File: src/rtl/calc_pkg.sv
//------------------------------------------------------------------------------
// Module   : calc_pkg
// Brief    : Shared key codes, operation encodings and entry-state type for the
//            calculator operand entry path.
// Revision : 1.0 - initial release
//------------------------------------------------------------------------------
`default_nettype none

package calc_pkg;

    localparam logic [3:0] KEY_ADD = 4'hA;
    localparam logic [3:0] KEY_SUB = 4'hB;
    localparam logic [3:0] KEY_MUL = 4'hC;
    localparam logic [3:0] KEY_DIV = 4'hD;
    localparam logic [3:0] KEY_CLR = 4'hE;
    localparam logic [3:0] KEY_EQ  = 4'hF;

    localparam logic [2:0] OP_ADD = 3'b000;
    localparam logic [2:0] OP_SUB = 3'b001;
    localparam logic [2:0] OP_DIV = 3'b010;
    localparam logic [2:0] OP_MUL = 3'b011;

    typedef enum logic [1:0] {
        S_A    = 2'b00,
        S_B    = 2'b01,
        S_DONE = 2'b10,
        S_ERR  = 2'b11
    } entry_state_t;

    function automatic logic is_digit(input logic [3:0] key);
        return (key <= 4'd9);
    endfunction

    function automatic logic is_operator(input logic [3:0] key);
        return (key >= KEY_ADD) && (key <= KEY_DIV);
    endfunction

    // Keypad order is add/sub/mul/div but the calculator encodes div before mul.
    function automatic logic [2:0] key_to_op(input logic [3:0] key);
        logic [2:0] op;
        case (key)
            KEY_SUB: op = OP_SUB;
            KEY_MUL: op = OP_MUL;
            KEY_DIV: op = OP_DIV;
            default: op = OP_ADD;
        endcase
        return op;
    endfunction

endpackage

`default_nettype wire

File: src/rtl/digit_accumulator.sv
//------------------------------------------------------------------------------
// Module   : digit_accumulator
// Brief    : Combinational decimal digit append (value*10+digit) with range and
//            digit-count overflow detection for a 4-bit operand.
// Revision : 1.0 - initial release
//------------------------------------------------------------------------------
`default_nettype none

module digit_accumulator #(
    parameter int MAX_DIGITS = 2,
    parameter int CNT_W      = 2
) (
    input  logic [3:0]       cur_value,
    input  logic [CNT_W-1:0] cur_count,
    input  logic [3:0]       digit,
    output logic [3:0]       next_value,
    output logic [CNT_W-1:0] next_count,
    output logic             overflow
);

    logic [7:0] w_sum;

    // Eight bits hold the worst case 15*10+9 so the range compare sees the true value.
    always_comb begin
        w_sum      = ({4'd0, cur_value} * 8'd10) + {4'd0, digit};
        next_value = w_sum[3:0];
        next_count = cur_count + CNT_W'(1);
        overflow   = (cur_count >= CNT_W'(MAX_DIGITS)) || (w_sum > 8'd15);
    end

endmodule

`default_nettype wire

File: src/rtl/operand_entry_fsm.sv
//------------------------------------------------------------------------------
// Module   : operand_entry_fsm
// Brief    : Keypad-driven entry of two decimal operands and an operator,
//            presented as the calculator switch word and operation code.
//            Optional key holdoff masking enabled by defining KEY_HOLDOFF_EN.
// Revision : 1.0 - initial release
//------------------------------------------------------------------------------
`default_nettype none

module operand_entry_fsm
    import calc_pkg::*;
#(
    parameter int MAX_DIGITS     = 2,
    parameter int HOLDOFF_CYCLES = 16
) (
    input  logic       clk,
    input  logic       reset,
    input  logic       key_valid,
    input  logic [3:0] key_value,
    output logic [7:0] sw_word,
    output logic [2:0] op_sel,
    output logic       calc_valid,
    output logic       err,
    output logic [1:0] entry_state
);

    localparam int c_cnt_w = $clog2(MAX_DIGITS + 1);

    if (MAX_DIGITS < 1) begin : g_bad_max_digits
        $error("MAX_DIGITS must be at least 1");
    end
    if (HOLDOFF_CYCLES < 1) begin : g_bad_holdoff
        $error("HOLDOFF_CYCLES must be at least 1");
    end

    entry_state_t         r_state, w_state_n;
    logic [3:0]           r_a, w_a_n, r_b, w_b_n;
    logic [c_cnt_w-1:0]   r_count_a, w_count_a_n, r_count_b, w_count_b_n;
    logic [2:0]           r_op, w_op_n;
    logic                 r_calc_valid, w_calc_valid_n;
    logic                 r_err, w_err_n;
    logic                 w_accept;

    logic                 w_sel_b;
    logic [3:0]           w_acc_value;
    logic [c_cnt_w-1:0]   w_acc_count;
    logic [3:0]           w_acc_next_value;
    logic [c_cnt_w-1:0]   w_acc_next_count;
    logic                 w_acc_overflow;

`ifdef KEY_HOLDOFF_EN
    localparam int c_ho_w = (HOLDOFF_CYCLES > 1) ? $clog2(HOLDOFF_CYCLES) : 1;
    localparam logic [c_ho_w-1:0] c_ho_load = c_ho_w'(HOLDOFF_CYCLES - 1);

    logic [c_ho_w-1:0] r_holdoff;

    assign w_accept = key_valid && (r_holdoff == '0);

    // A clear restarts entry immediately, so it leaves the mask open.
    always_ff @(posedge clk) begin
        if (reset) begin
            r_holdoff <= '0;
        end else if (w_accept) begin
            r_holdoff <= (key_value == KEY_CLR) ? '0 : c_ho_load;
        end else if (r_holdoff != '0) begin
            r_holdoff <= r_holdoff - c_ho_w'(1);
        end
    end
`else
    assign w_accept = key_valid;
`endif

    // One accumulator serves both operands; only the active entry state uses it.
    assign w_sel_b     = (r_state == S_B);
    assign w_acc_value = w_sel_b ? r_b : r_a;
    assign w_acc_count = w_sel_b ? r_count_b : r_count_a;

    digit_accumulator #(
        .MAX_DIGITS (MAX_DIGITS),
        .CNT_W      (c_cnt_w)
    ) u_digit_accumulator (
        .cur_value  (w_acc_value),
        .cur_count  (w_acc_count),
        .digit      (key_value),
        .next_value (w_acc_next_value),
        .next_count (w_acc_next_count),
        .overflow   (w_acc_overflow)
    );

    always_ff @(posedge clk) begin
        if (reset) begin
            r_state      <= S_A;
            r_a          <= '0;
            r_b          <= '0;
            r_count_a    <= '0;
            r_count_b    <= '0;
            r_op         <= OP_ADD;
            r_calc_valid <= 1'b0;
            r_err        <= 1'b0;
        end else begin
            r_state      <= w_state_n;
            r_a          <= w_a_n;
            r_b          <= w_b_n;
            r_count_a    <= w_count_a_n;
            r_count_b    <= w_count_b_n;
            r_op         <= w_op_n;
            r_calc_valid <= w_calc_valid_n;
            r_err        <= w_err_n;
        end
    end

    always_comb begin
        w_state_n      = r_state;
        w_a_n          = r_a;
        w_b_n          = r_b;
        w_count_a_n    = r_count_a;
        w_count_b_n    = r_count_b;
        w_op_n         = r_op;
        w_calc_valid_n = r_calc_valid;
        w_err_n        = r_err;

        if (w_accept) begin
            if (key_value == KEY_CLR) begin
                w_state_n      = S_A;
                w_a_n          = '0;
                w_b_n          = '0;
                w_count_a_n    = '0;
                w_count_b_n    = '0;
                w_op_n         = OP_ADD;
                w_calc_valid_n = 1'b0;
                w_err_n        = 1'b0;
            end else begin
                case (r_state)
                    S_A: begin
                        if (is_digit(key_value)) begin
                            if (w_acc_overflow) begin
                                w_state_n = S_ERR;
                                w_err_n   = 1'b1;
                            end else begin
                                w_a_n       = w_acc_next_value;
                                w_count_a_n = w_acc_next_count;
                            end
                        end else if (is_operator(key_value)) begin
                            w_op_n    = key_to_op(key_value);
                            w_state_n = S_B;
                        end
                    end
                    S_B: begin
                        if (is_digit(key_value)) begin
                            if (w_acc_overflow) begin
                                w_state_n = S_ERR;
                                w_err_n   = 1'b1;
                            end else begin
                                w_b_n       = w_acc_next_value;
                                w_count_b_n = w_acc_next_count;
                            end
                        end else if (is_operator(key_value)) begin
                            w_op_n = key_to_op(key_value);
                        end else if (key_value == KEY_EQ && r_count_b != '0) begin
                            if (r_op == OP_DIV && r_b == 4'd0) begin
                                w_state_n = S_ERR;
                                w_err_n   = 1'b1;
                            end else begin
                                w_state_n      = S_DONE;
                                w_calc_valid_n = 1'b1;
                            end
                        end
                    end
                    S_DONE: begin
                        // A digit after a result starts a fresh calculation with it.
                        if (is_digit(key_value)) begin
                            w_state_n      = S_A;
                            w_a_n          = key_value;
                            w_count_a_n    = c_cnt_w'(1);
                            w_b_n          = '0;
                            w_count_b_n    = '0;
                            w_op_n         = OP_ADD;
                            w_calc_valid_n = 1'b0;
                        end
                    end
                    default: begin
                    end
                endcase
            end
        end
    end

    assign sw_word     = {r_a, r_b};
    assign op_sel      = r_op;
    assign calc_valid  = r_calc_valid;
    assign err         = r_err;
    assign entry_state = r_state;

endmodule

`default_nettype wire

File: config.mk
export PLATFORM = sky130hd
export DESIGN_NAME = operand_entry_fsm
export DESIGN_NICKNAME = d
export VERILOG_FILES = /design/src/rtl/calc_pkg.sv /design/src/rtl/digit_accumulator.sv /design/src/rtl/operand_entry_fsm.sv
export SDC_FILE = /design/constraint.sdc
export NUM_CORES = 1
export LEC_CHECK = 0
export ABC_AREA = 1
export ABC_CLOCK_PERIOD_IN_PS = 4800
export CORE_ASPECT_RATIO = 2
export CORE_MARGIN = 3
export CORE_UTILIZATION = 35
export DETAILED_ROUTE_END_ITERATION = 10
export GPL_TIMING_DRIVEN = 0
export PLACE_DENSITY = 0.62
export SLEW_MARGIN = 30
export SYNTH_ARGS = -nofsm -noshare
export SYNTH_HDL_FRONTEND = slang
export SYNTH_SLANG_ARGS = --single-unit
File: constraint.sdc
create_clock -name clk -period 4.8 [get_ports clk]
set_clock_uncertainty 0.15 [all_clocks]
set_input_delay 0.96 -clock clk [delete_from_list [all_inputs] [get_ports clk]]
set_output_delay 0.96 -clock clk [all_outputs]
set_load 0.005 [all_outputs]
==> impl_metrics.ini, run 1 <==
[placement]
port_buffers = 20
routabilityCongestion = 0.951
post-place-ws_ns = 0.882
hpwl_mm = 3.33

[worst_setup_path]
worst_setup_path_end_kind = register
cp_max_fo = 9
worstPathRequired_ns = 4.81
critPathArrivalTime_ns = 3.94
worstSetupPathType = reg2reg
worstSetupStartpointType = register

[detailed_routing]
wl_per_cell_um = 13.2
vias = 1541
wl_mm = 4.09
ant_nets = 0
routed_via_density = 4.97
firstDrtPassIters = 4
drc = 0
dr.first_iter.drc_count = 46

[hold_path]
hold_path.class = reg2reg

[power]
p_per_area_mw_per_mm2 = 555
p_leak_nw = 0.850
peakVddDrop_uv = 304
total_power_w = 0.00102

[global_route]
grt_usage_pct = 17.6
grt_pass1_vias = 1503
antenna_found_initial = 0
grt_pass1_wl_mm = 7.00
overflow = 0
grt_max_degree = 11

[layout]
multi_input_area_um2 = 996
drive_gt1_share_pct = 14.0
area_growth_pct = 21.1
final_cell_mix = nand2_1, inv_1, nor2_1
diodes = 0
fin_nets = 278
layout_commonest_cell = nand2_1
regArea_um2 = 360
nFillCells = 449

[clocking]
cts.hold.buffers_added = 0
ctsHtreeMaxLevel = 1
cts_resized = 0
tritoncts = built
clk_latency_ns = 0.26
numClockSinks = 18
clk_pin_slew_ns = 0.07
cts_buffer_depth = 2
cts_buffers = 3
cts_setup_buffers = 0
clockRootBuffer = clkbuf_8

[timing]
hold_violations = 0
hold_ws_ns = 0.325
finalSetupViolCount = 0
tns_ns = 0
setup_ws_ns = 0.874
fin_crit_ns = 3.93
rsz0062_at_grt = no
slew_violations = 0
fmax_ghz = 0.255
period_share_pct = 81.8

[run_status]
run_status = complete, no violations

[die]
core-area_mm2 = 0.00413
die_h_um = 99.1
io_pins = 22
die_area_mm2 = 0.00521
die_x_um = 52.6
fp-row-count = 33
start_util_pct = 36.8

[yosys]
synth_cells = 234
syn_nets = 253
synth_area_mm2 = 0.00152
ys_ff_latch = 18
ys_types = 28
yosysSeqAreaShare_pct = 23.7
syn_avg_cell_area_um2 = 6.49
ys_warn_count = 0

[run]
cap_violations = 0
[Yosys cell counts (all sizes together)]
cell | count | share of area (%)
a21oi | 15 | 5.7
or2 | 4 | 1.6
nand2 | 62 | 16
fa | 2 | 2.6
and2 | 1 | 0.41
clkbuf | 1 | 0.25
inv | 30 | 7.4
nand3 | 23 | 7.6
dfxtp | 18 | 24
xor2 | 1 | 0.58
nor3 | 1 | 1.1
ha | 10 | 8.2
nand4 | 5 | 2.1
nor2 | 38 | 12
buf | 5 | 3.0
mux2i | 2 | 1.3
a31oi | 4 | 1.6
o21ai | 10 | 3.5
o2111ai | 1 | 0.58
conb | 1 | 0.25
[cell families after synthesis]
| logic type | after synthesis | share of synthesized area, % |
|---|---|---|
| simple gates | 134 | 41.1 |
| buf+inv | 36 | 10.6 |
| compound gates | 30 | 11.5 |
| flops | 18 | 23.7 |
| fa+ha+maj | 12 | 10.9 |
| mux | 2 | 1.32 |
| other cells | 1 | 0.247 |
| xor+xnor | 1 | 0.577 |
[worst max-delay path: stages, from the launching register on]
cell and delay, ns:
dfxtp_1 0.33, inv_1 0.09, ha_1 0.16, buf_6 0.15
inv_2 0.10, or2_2 0.28, o21ai_0 0.15, inv_1 0.13
ha_1 0.30, ha_1 0.16, inv_1 0.05, fa_1 0.53
inv_1 0.07, or2_2 0.27, a21oi_1 0.15, nor2_1 0.09
nand2_1 0.06, nand2_1 0.15, and2_1 0.20, buf_6 0.13
nor2_2 0.09, nor2_2 0.03
[sequential cells by signal, summed over array words and instances, names as in the netlist]
register / cells
calc_valid: 1
r_count_b: 2
entry_state: 2
r_a: 4
err: 1
op_sel: 2
r_b: 4
r_count_a: 2
[final timing paths]
| path | cells after the start | slack [ns] | start | end |
|---|---|---|---|---|
| setup / recovery | 21 | 0.87 | entry_state[1]$_SDFFE_PP0P_ | r_a[2]$_SDFFE_PP0P_ |
| hold / removal | 2 | 0.33 | calc_valid$_SDFFE_PP0P_ | calc_valid$_SDFFE_PP0P_ |
| setup reg to reg | 21 | 0.87 | entry_state[1]$_SDFFE_PP0P_ | r_a[2]$_SDFFE_PP0P_ |
| hold reg to reg | 2 | 0.33 | calc_valid$_SDFFE_PP0P_ | calc_valid$_SDFFE_PP0P_ |
[layout make-up]
cell class	count	share of cell area, %
buffer	6	2.65
clock buffer	4	3.00
inverter	30	6.13
multi-input combinational	180	54.2
sequential	18	19.6
tap	52	3.54
timing repair buffer	20	10.9
[where the power goes]
group | switching (W) | internal, W | total (W)
Clock | 0.0000553 | 0.0000730 | 0.000128
Combinational | 0.000386 | 0.000271 | 0.000657
Sequential | 0.0000403 | 0.000195 | 0.000235
[per-stage QoR]
stage / utilization (%) / cells / area (um^2)
after floorplan: - / 234 / 1520
after global placement: 43.2 / 306 / 1780
after detailed placement: 43.2 / 306 / 1780
after CTS: 44.5 / 310 / 1840
after global routing: 44.5 / 310 / 1840
final: 44.5 / 310 / 1840
[routing by layer]
| layer | vias up | wire, um | global-route usage (%) |
|---|---|---|---|
| met5 | - | 0 | 0 |
| met3 | 18 | 99 | 1.65 |
| met2 | 38 | 2240 | 31.4 |
| met1 | 684 | 1560 | 19.5 |
| li1 | 801 | - | - |
| met4 | 0 | 185 | 9.65 |
Power figures use the tool's default switching activity.
==> run 2, diff against run 1 <==
Settings changed: ABC_CLOCK_PERIOD_IN_PS 4800 to 3460, PLACE_DENSITY 0.62 to 0.65.
Clock period 4.8 ns to 3.46 ns, I/O delays scaled along.
==> impl_metrics.ini, run 2 (synthesis gave the netlist of run 1 again) <==
[run_status]
run_status = complete, no violations

[layout]
diodes = 0
area_growth_pct = 36.6
finalNonFillerCells = 320
fin_area_mm2 = 0.00207
final_cell_mix = nand2_1, inv_1, nor2_1
fin_nets = 288
layout_commonest_cell = nand2_1
top_regs = r_a x4, r_b x4
drive_gt1_share_pct = 25.4

[power]
power.combinational.fraction_pct = 71.2
clkPwrFrac_pct = 9.8
p_sw_w = 0.000830
sw_frac_of_total_pct = 46.5
peakVddDrop_uv = 417
p_int_w = 0.000956
p_seq_share_pct = 18.9
p_per_area_mw_per_mm2 = 861
p_leak_nw = 0.928
total_power_w = 0.00179

[global_route]
grt_pass1_wl_mm = 7.13
antenna_found_initial = 0
overflow = 0
grt_pass1_vias = 1623
grt_usage_pct = 18.1
grt_max_degree = 11

[detailed_routing]
ant_nets = 0
vias = 1611
routed_via_density = 5.03
wl_mm = 4.36
firstDrtPassIters = 4
wl_per_cell_um = 13.6
drc = 0
dr.first_iter.drc_count = 45

[timing]
fin_crit_ns = 3.30
slew_violations = 0
hold_violations = 0
rsz0062_at_grt = yes
period_share_pct = 95.3
tns_ns = 0
fmax_ghz = 0.303
finalSetupViolCount = 0
hold_ws_ns = 0.316

[clocking]
clk_latency_ns = 0.26
numClockSinks = 18
clk_pin_slew_ns = 0.07
cts_buffer_depth = 2
tritoncts = built
cts_buffers = 3
clockRootBuffer = clkbuf_8
cts.hold.buffers_added = 0
ctsHtreeMaxLevel = 1

[worst_setup_path]
cp_max_fo = 10
critPathArrivalTime_ns = 3.30
worstSetupStartpointType = register
reg2reg_slack_ns = 0.16
worstPathRequired_ns = 3.46
worst_setup_path_end_kind = register
r2r_end = r_b[2]$_SDFFE_PP0P_
worstSetupPathType = reg2reg
worstReg2RegStart = entry_state[1]$_SDFFE_PP0P_
rr_worst_depth = 19

[hold_path]
hold_path_depth = 2
holdCritStartpoint = calc_valid$_SDFFE_PP0P_
whs_endpoint = calc_valid$_SDFFE_PP0P_
hold_path.class = reg2reg

[placement]
place_inst = 306
port_buffers = 20
hpwl_mm = 3.32
routabilityCongestion = 0.959
placed_area_mm2 = 0.00179

[die]
io_pins = 22
die_x_um = 52.6
die_h_um = 99.1
die_area_mm2 = 0.00521
core-area_mm2 = 0.00413
start_util_pct = 36.8
fp-row-count = 33

[run]
cap_violations = 0
[run 2: changes by cell type in the layout (fill, tap and decap cells not counted), sizes merged]
cell  delta
buf     +10
[run 2: worst max-delay path by stage]
| stage | from | to | slack [ns] | depth (start not counted) |
|---|---|---|---|---|
| after detailed placement | entry_state[1]$_SDFFE_PP0P_ | r_count_b[1]$_SDFFE_PP0P_ | -0.32 | 22 |
| after CTS | entry_state[1]$_SDFFE_PP0P_ | r_a[1]$_SDFFE_PP0P_ | 0.004 | 21 |
| after global routing | entry_state[1]$_SDFFE_PP0P_ | r_b[2]$_SDFFE_PP0P_ | -0.03 | 20 |
| final | entry_state[1]$_SDFFE_PP0P_ | r_b[2]$_SDFFE_PP0P_ | 0.16 | 19 |
| after floorplan | entry_state[0]$_SDFFE_PP0P_ | r_a[3]$_SDFFE_PP0P_ | 0.02 | 20 |
| after global placement | entry_state[1]$_SDFFE_PP0P_ | r_count_b[0]$_SDFFE_PP0P_ | -0.32 | 20 |
[run 2: layout make-up]
type,count,area (um^2)
fill,442,2060
buffer,4,30.0
inverter,30,120
tap,52,65.1
clock buffer,4,55.1
sequential,18,365
timing repair buffer,32,290
multi-input combinational,180,1150
[run 2: repair_timing]
| item | 4_1_cts | 5_1_grt |
|---|---|---|
| pin swaps | 7 | 9 |
| endpoints found under the setup margin | 14 | 14 |
| resized for setup | 23 | 20 |
| buffers inserted | 10 | 2 |
[run 2: layer usage]
metal / GRT usage, % / up-vias / routed length [um]
met4: 10.6 / 0 / 202
li1: - / 821 / -
met2: 33.2 / 43 / 2440
met5: 0 / - / 0
met1: 18.5 / 732 / 1570
met3: 1.95 / 15 / 139
[run 2: critical path, stage by stage (launching register included)]
cell	delay (ns)
dfxtp_2	0.33
inv_2	0.07
ha_4	0.17
inv_8	0.05
or2_4	0.23
o21ai_4	0.07
inv_2	0.07
ha_4	0.27
ha_4	0.13
inv_1	0.05
fa_2	0.56
inv_2	0.05
or2_4	0.26
a21oi_4	0.17
nor2_4	0.07
nand3_4	0.09
nand2_4	0.06
buf_6	0.15
a21oi_1	0.12
nor2_1	0.06
[run 2: power groups by stage]
| stage | sequential, W | clock [W] | combinational [W] |
|---|---|---|---|
| 6_report | 0.000338 | 0.000176 | 0.00127 |
| 3_3_place_gp | 0.000333 | 0 | 0.000922 |
| 2_1_floorplan | 0.000323 | 0 | 0.000660 |
| 5_1_grt | 0.000347 | 0.000188 | 0.00141 |
| 4_1_cts | 0.000340 | 0.000181 | 0.00112 |
| 3_5_place_dp | 0.000335 | 0 | 0.000921 |
[run 2: metrics by stage]
step	setup slack, ns	util, %
4_1_cts	0.00431	48.5
3_3_place_gp	-0.322	43.3
6_report	0.163	50.2
2_1_floorplan	0.0184	-
5_1_grt	-0.0328	50.2
3_5_place_dp	-0.324	43.3
==> run 3, diff against run 2 <==
Settings changed: ABC_CLOCK_PERIOD_IN_PS 3460 to 3700, PLACE_DENSITY 0.65 to 0.62.
Clock period 3.46 ns to 3.7 ns, I/O delays scaled along.
==> impl_metrics.ini, run 3 (synthesis gave the netlist of run 1 again) <==
[worst_setup_path]
max_stage_delay_ns = 0.56
path_common_cell = inv_2
cp_max_fo = 8
worstReg2RegStart = entry_state[1]$_SDFFE_PP0P_
rr_worst_depth = 20
worst_setup_path_end_kind = register
cp-startpoint = entry_state[1]$_SDFFE_PP0P_
r2r_end = r_b[1]$_SDFFE_PP0P_
worstSetupStartpointType = register
worstSetupPathType = reg2reg
reg2reg_slack_ns = 0.17
path_cells = inv_2 -> ha_2 -> buf_6 -> inv_4 -> or2_4 -> o21ai_4 -> inv_2 -> ha_1 -> ha_2 -> inv_1 -> fa_1 -> inv_2 -> or2_2 -> a21oi_4 -> nor2_4 -> nand3_2 -> nand2_4 -> buf_4 -> a21oi_1 -> nor2_1
critPathArrivalTime_ns = 3.54
worstPathRequired_ns = 3.70
crit_slowest_cell = fa_1
crit_end = r_b[1]$_SDFFE_PP0P_

[layout]
top_regs = r_a x4, r_b x4
diodes = 0
layout_commonest_cell = nand2_1
drive_gt1_share_pct = 24.2
finalNonFillerCells = 317
final_cell_mix = nand2_1, inv_1, nand3_1, nor2_1, clkdlybuf4s50_1
area_growth_pct = 31.2
nFillCells = 432
fin_nets = 285

[detailed_routing]
drc = 0
firstDrtPassIters = 4
dr.first_iter.drc_count = 45
wl_mm = 4.32
vias = 1614
wl_per_cell_um = 13.6
ant_nets = 0
routed_via_density = 5.09

[die]
start_util_pct = 36.8
io_pins = 22
die_h_um = 99.1
fp-row-count = 33
die_area_mm2 = 0.00521
core-area_mm2 = 0.00413
die_x_um = 52.6

[clocking]
ctsHtreeMaxLevel = 1
cts_buffer_depth = 2
tritoncts = built
cts_buffers = 3
clk_latency_ns = 0.26
clockRootBuffer = clkbuf_8
numClockSinks = 18
clk_pin_slew_ns = 0.08

[global_route]
antenna_found_initial = 0
grt_max_degree = 11
overflow = 0
grt_pass1_wl_mm = 7.07
grt_usage_pct = 17.8
grt_pass1_vias = 1511

[hold_path]
hold_path.class = reg2reg

[timing]
setup_ws_ns = 0.165
hold_violations = 0
slew_violations = 0
fin_crit_ns = 3.53
period_share_pct = 95.5
fmax_ghz = 0.283
finalSetupViolCount = 0

[run]
cap_violations = 0

[run_status]
run_status = complete, no violations

[placement]
port_buffers = 20
place_inst = 306
routabilityCongestion = 0.951
hpwl_mm = 3.33
post-place-ws_ns = -0.218

[power]
p_per_area_mw_per_mm2 = 776
total_power_w = 0.00154
peakVddDrop_uv = 495
p_leak_nw = 0.899
## run 3: what timing repair did
action                     in CTS  in global routing
gates cloned                    0                  1
setup buffers                   1                  5
setup endpoints to repair      12                 15
hold buffers                    0                  0
gates resized for setup         6                 29
pin swaps                       0                  6
## run 3: final cells by class
class	count	area [um^2]	area share, %
Buffer	6	52.6	2.64
Clock buffer	4	55.1	2.77
Inverter	30	115	5.78
Multi-Input combinational cell	180	1090	54.6
Sequential cell	18	363	18.2
Tap cell	52	65.1	3.27
Timing Repair Buffer	27	253	12.7
## run 3: layer usage
metal | part of all wire [%] | wire length, um | vias to the layer above | global-route usage (%)
met5 | 0 | 0 | - | 0
met4 | 5.0 | 216 | 0 | 10.0
met3 | 2.8 | 122 | 18 | 1.65
met2 | 55 | 2380 | 47 | 31.6
met1 | 37 | 1590 | 728 | 19.7
li1 | - | - | 821 | -
## run 3: through the flow
stage | setup TNS [ns] | utilization, % | area [um^2] | hold slack, ns
4_1_cts | 0 | 45.0 | 1860 | 0.334
3_3_place_gp | -2.34 | 43.2 | 1780 | 0.307
3_5_place_dp | -2.45 | 43.2 | 1780 | 0.315
6_report | 0 | 48.2 | 1990 | 0.325
2_1_floorplan | 0 | - | 1520 | 0.297
5_1_grt | -0.0397 | 48.2 | 1990 | 0.364
## run 3: worst min path at each step
stage                                   start                        end  slack (ns)  depth (start not counted)
floorplan           r_count_a[0]$_SDFFE_PP0P_  r_count_a[0]$_SDFFE_PP0P_        0.30                          2
global placement    r_count_a[0]$_SDFFE_PP0P_  r_count_a[0]$_SDFFE_PP0P_        0.31                          2
detailed placement  r_count_a[0]$_SDFFE_PP0P_  r_count_a[0]$_SDFFE_PP0P_        0.32                          2
CTS                 r_count_a[0]$_SDFFE_PP0P_  r_count_a[0]$_SDFFE_PP0P_        0.33                          2
global route          calc_valid$_SDFFE_PP0P_    calc_valid$_SDFFE_PP0P_        0.36                          2
finish                calc_valid$_SDFFE_PP0P_    calc_valid$_SDFFE_PP0P_        0.33                          2
## run 3: critical path: cells and delay by family, from the launching register on
family,cells,cell delay (ns)
AO/OA/AOI/OAI,3,0.34
flip-flops,1,0.34
adder cells (fa/ha/maj),4,1.17
AND/OR/NAND/NOR,6,0.87
buffers and inverters,7,0.56
## run 3: power by group
part           internal [W]  switching [W]
clock network     0.0000946      0.0000720
logic              0.000463       0.000600
registers          0.000254      0.0000597
total              0.000812       0.000732
